File: src/rtl/fifo_sync_param.sv
// rtl/fifo_sync_param.sv - parametrised single-clock FIFO with count, programmable flags and error pulses
// Optional first-word-fall-through read mode selected by defining FIFO_FWFT_EN.
module fifo_sync_param #(
    parameter int DATA_W   = 8,
    parameter int ADDR_W   = 3,
    parameter int AF_LEVEL = 6,
    parameter int AE_LEVEL = 1
) (
    input  logic              clk_w,
    input  logic              reset,
    input  logic              wre,
    input  logic [DATA_W-1:0] wrd,
    input  logic              rde,
    output logic [DATA_W-1:0] rdd,
    output logic              full,
    output logic              empty,
    output logic              almost_full,
    output logic              almost_empty,
    output logic [ADDR_W:0]   count,
    output logic              overflow,
    output logic              underflow
);

    localparam int DEPTH = 1 << ADDR_W;
    localparam logic [ADDR_W:0] AF_CNT  = (ADDR_W+1)'(AF_LEVEL);
    localparam logic [ADDR_W:0] AE_CNT  = (ADDR_W+1)'(AE_LEVEL);
    localparam logic [ADDR_W:0] PTR_ONE = {{ADDR_W{1'b0}}, 1'b1};

    logic [DATA_W-1:0] mem [DEPTH];
    logic [ADDR_W:0]   wr_ptr;
    logic [ADDR_W:0]   rd_ptr;
    logic              rd_ok;
    logic              wr_ok;

    // Pointers carry one extra wrap bit, so their difference is the occupancy.
    assign count        = wr_ptr - rd_ptr;
    assign empty        = (wr_ptr == rd_ptr);
    assign full         = (wr_ptr[ADDR_W] != rd_ptr[ADDR_W]) &&
                          (wr_ptr[ADDR_W-1:0] == rd_ptr[ADDR_W-1:0]);
    assign almost_full  = (count >= AF_CNT);
    assign almost_empty = (count <= AE_CNT);

    // A pop frees a slot in the same edge, so a full FIFO still accepts a write.
    assign rd_ok = rde && !empty;
    assign wr_ok = wre && (!full || rd_ok);

    always_ff @(posedge clk_w or negedge reset) begin
        if (!reset) begin
            wr_ptr    <= '0;
            rd_ptr    <= '0;
            overflow  <= 1'b0;
            underflow <= 1'b0;
        end else begin
            if (wr_ok) wr_ptr <= wr_ptr + PTR_ONE;
            if (rd_ok) rd_ptr <= rd_ptr + PTR_ONE;
            overflow  <= wre && !wr_ok;
            underflow <= rde && !rd_ok;
        end
    end

    always_ff @(posedge clk_w) begin
        if (wr_ok) mem[wr_ptr[ADDR_W-1:0]] <= wrd;
    end

`ifdef FIFO_FWFT_EN
    assign rdd = empty ? '0 : mem[rd_ptr[ADDR_W-1:0]];
`else
    logic [DATA_W-1:0] rdd_q;

    always_ff @(posedge clk_w or negedge reset) begin
        if (!reset) begin
            rdd_q <= '0;
        end else if (rd_ok) begin
            rdd_q <= mem[rd_ptr[ADDR_W-1:0]];
        end
    end

    assign rdd = rdd_q;
`endif

endmodule
File: config.mk
export PLATFORM = sky130hd
export DESIGN_NAME = fifo_sync_param
export DESIGN_NICKNAME = d
export VERILOG_FILES = /design/src/rtl/fifo_sync_param.sv
export SDC_FILE = /design/constraint.sdc
export NUM_CORES = 1
export LEC_CHECK = 0
export ABC_AREA = 0
export CAP_MARGIN = 20
export CORE_MARGIN = 5
export CORE_UTILIZATION = 57
export CTS_CLUSTER_SIZE = 12
export DETAILED_ROUTE_END_ITERATION = 7
export GPL_ROUTABILITY_DRIVEN = 0
export PLACE_DENSITY = 0.79
export SYNTH_ARGS = -nofsm -noshare
export SYNTH_HDL_FRONTEND = slang
export SYNTH_SLANG_ARGS = --single-unit
File: constraint.sdc
create_clock -name clk_w -period 3 [get_ports clk_w]
set_clock_uncertainty 0.1 [all_clocks]
set_input_delay 0.6 -clock clk_w [delete_from_list [all_inputs] [get_ports clk_w]]
set_output_delay 0.6 -clock clk_w [all_outputs]
set_load 0.05 [all_outputs]
==> reports/metrics.csv <==
stage,metric,value,unit
outcome,status,finished clean,
yosys,syn_nets,235,
setup_path,Worst EP required,2.30,ns
grt,initial antenna violation count,0,
placement,Post-DP HPWL,4200,µm
yosys,Synth Area per Inst,15.6,µm²
yosys,top post-synthesis cells by area,"edfxtp_1, dfrtp_1, mux2_2",
setup_path,worst path buffer plus inverter count,2,
clock_tree,H-tree depth,3,
setup_path,Worst Setup Start Kind,flop,
drt,DR vias/cell,5.54,
grt,first-pass GRT wire length,10100,µm
setup_path,slowest CP cell,dfrtp_1,
yosys,"Seq/Total Area, Yosys",70.0,%
clock_tree,"CTS clk-pin slew, worst paths",0.08,ns
yosys,Cell variety after synth,31,
drt,1st-pass router iterations,4,
clock_tree,hold_buf cts,0,
timing,min Tclk post-route,2.83,ns
timing,Max Freq,0.354,GHz
drt,drt wl/cell,18.5,µm
yosys,cell count after synthesis,217,
hold_path,Hold Path Class,reg -> reg,
clock_tree,clk buf depth,2,
setup_path,crit path cell chain,inv_1 -> ha_1 -> nor2b_1 -> o21ai_0 -> a21oi_1 -> o21ai_1 -> buf_12,
drt,DRT Wirelength,6270,µm
drt,via count,1879,
timing,max-slew violation count,0,
layout,Finished Layout Cells,339,
layout,fin nets,277,
yosys,cell taking the most area after synthesis,edfxtp_1,
setup_path,Critical Path End Type,primary output,
clock_tree,CTS tree,yes,
floorplanning,num ports,30,
yosys,asr flop ratio synth,22.0,%
setup_path,Worst Path Arrival,2.13,ns
floorplanning,die width,87.1,µm
clock_tree,clk sinks,82,
yosys,number of synthesized flops with an enable pin,64,
grt,global-route usage over all layers,18.6,%
timing,final setup fails,0,
placement,placed cells,323,
layout,antenna cells,0,
layout,share of cells above drive strength 1,21.2,%
run,max_cap viols,0,
grt,vias in the first global route,1904,
floorplanning,die height,87.1,µm
layout,area occupied by multi-input gates,965,µm²
timing,slew margin rel.,39.9,%
layout,area grow syn2layout,21.1,%
clock_tree,clk_lat worst skew,0.35,ns
yosys,post-synth top area share,56.7,%
yosys,"Cell Area, Synth",0.00339,mm²
timing,period utilisation layout,94.3,%
yosys,Post-synth top cells,"edfxtp_1, dfrtp_1, mux2_2, mux2i_1, nand2_1",
grt,largest net degree at the start of global routing,36,
drt,initial DRC count,190,
floorplanning,Core Area,0.00585,mm²
setup_path,Setup CP Type,reg -> out,
yosys,Yosys warning count,0,
drt,drc violations,0,
yosys,main flop type after synthesis,edfxtp_1,
timing,"Hold Vio Cnt, Final",0,
grt,GRT Residual Overflow,0,
setup_path,Worst path max stage delay,0.49,ns
clock_tree,postcts setup bufs,0,
drt,Routed Antenna Nets,0,
yosys,most common cell in the netlist,edfxtp_1,
setup_path,CP Max Fanout,8,
floorplanning,die area,0.00758,mm²
clock_tree,Root Buffer,clkbuf_8,
timing,Least-Margin Pin Slew,0.899,ns
timing,Setup TNS Final,0,ns
setup_path,top cell family by delay on the critical path,compound AO/OA/AOI/OAI gates,
floorplanning,starting density of the core,57.9,%
layout,FF/Latch Area,0.00237,mm²
layout,fill count,381,
placement,# port buffers,29,
timing,unrepaired setup endpoints after global routing,no,
floorplanning,Placement Rows,28,
yosys,synthesized flop and latch total,82,
clock_tree,Num CTS Buffers,9,
per-stage QoR:
stage,hold slack (ns),area (µm²),setup WS (ns),util (%)
after CTS,0.389,4100,0.0146,70.1
final,0.384,4100,0.172,70.1
after floorplan,0.204,3410,0.128,-
after global routing,0.416,4100,0.0108,70.1
after detailed placement,0.370,3900,0.406,66.6
after global placement,0.359,3900,0.407,66.6
registers in the layout, summed over array words and instances (netlist names):
| name | flops |
|---|---|
| overflow | 1 |
| underflow | 1 |
| rdd | 8 |
| wr_ptr | 4 |
| mem | 64 |
| rd_ptr | 4 |
layout by cell type, fill, tap and decap left out, types with 2 or more instances in the layout:
master and instances:
xnor2_1 5, buf_12 8, clkdlybuf4s50_1 21, xor2_1 3
clkinv_4 2, o21ai_1 3, o21ai_0 8, nand2_1 13
mux2_2 16, mux2i_1 16, ha_1 5, edfxtp_1 64
nor4_1 2, a22oi_1 8, and2_1 2, clkbuf_8 10
buf_4 9, inv_1 8, nor2b_1 2, mux2_4 2
nor2_1 9, nand3_1 4, dfrtp_1 17, nor3_1 5
o221ai_1 8
final timing paths:
check,from,end,slack [ns],depth (start not counted)
worst max-delay path,rd_ptr[1],almost_full,0.17,7
worst min-delay path,rdd[3],rdd[3],0.38,2
worst max register to register,wr_ptr[2],mem[0][1],0.47,5
worst min register to register,rdd[3],rdd[3],0.38,2
max in group asynchronous,reset,wr_ptr[0],1.53,1
min in group asynchronous,reset,rdd[0],0.65,1
per-layer routing:
layer  global-route usage, %  share of wire, %  vias to the layer above
met5                       0                 0                        -
met4                    7.22               1.2                        0
met3                    5.68               8.0                        7
met2                    31.3                52                       55
met1                    22.4                39                      906
li1                        -                 -                      911
worst register-to-register path, stage by stage (launching register included):
cell	delay, ns
dfrtp_1	0.47
ha_1	0.42
nand3_1	0.24
nor3_1	0.13
nor3_1	0.60
buf_4	0.28
final cells by class:
type / count / area share (%)
clock buffers: 11 / 3.45
clock inverters: 5 / 1.49
inverters: 8 / 0.732
multi-input cells: 120 / 23.5
flip-flops and latches: 82 / 57.9
well taps: 75 / 2.29
repair buffers: 38 / 10.7
what timing repair did:
action / 4_1_cts / 5_1_grt
endpoints found under the setup margin: 0 / 2
endpoints found under the hold margin: 0 / 0
resized for setup: 0 / 2
cell families after synthesis:
kind of cell    synth area share [%]
buf+inv                         2.11
mux                             10.9
simple gates                    5.95
flops                           70.0
fa+ha+maj                       2.44
xor+xnor                        2.33
compound gates                  6.21
Power is not shown: default switching activity piles up to over one toggle a cycle in this logic, so the estimate is an artifact.
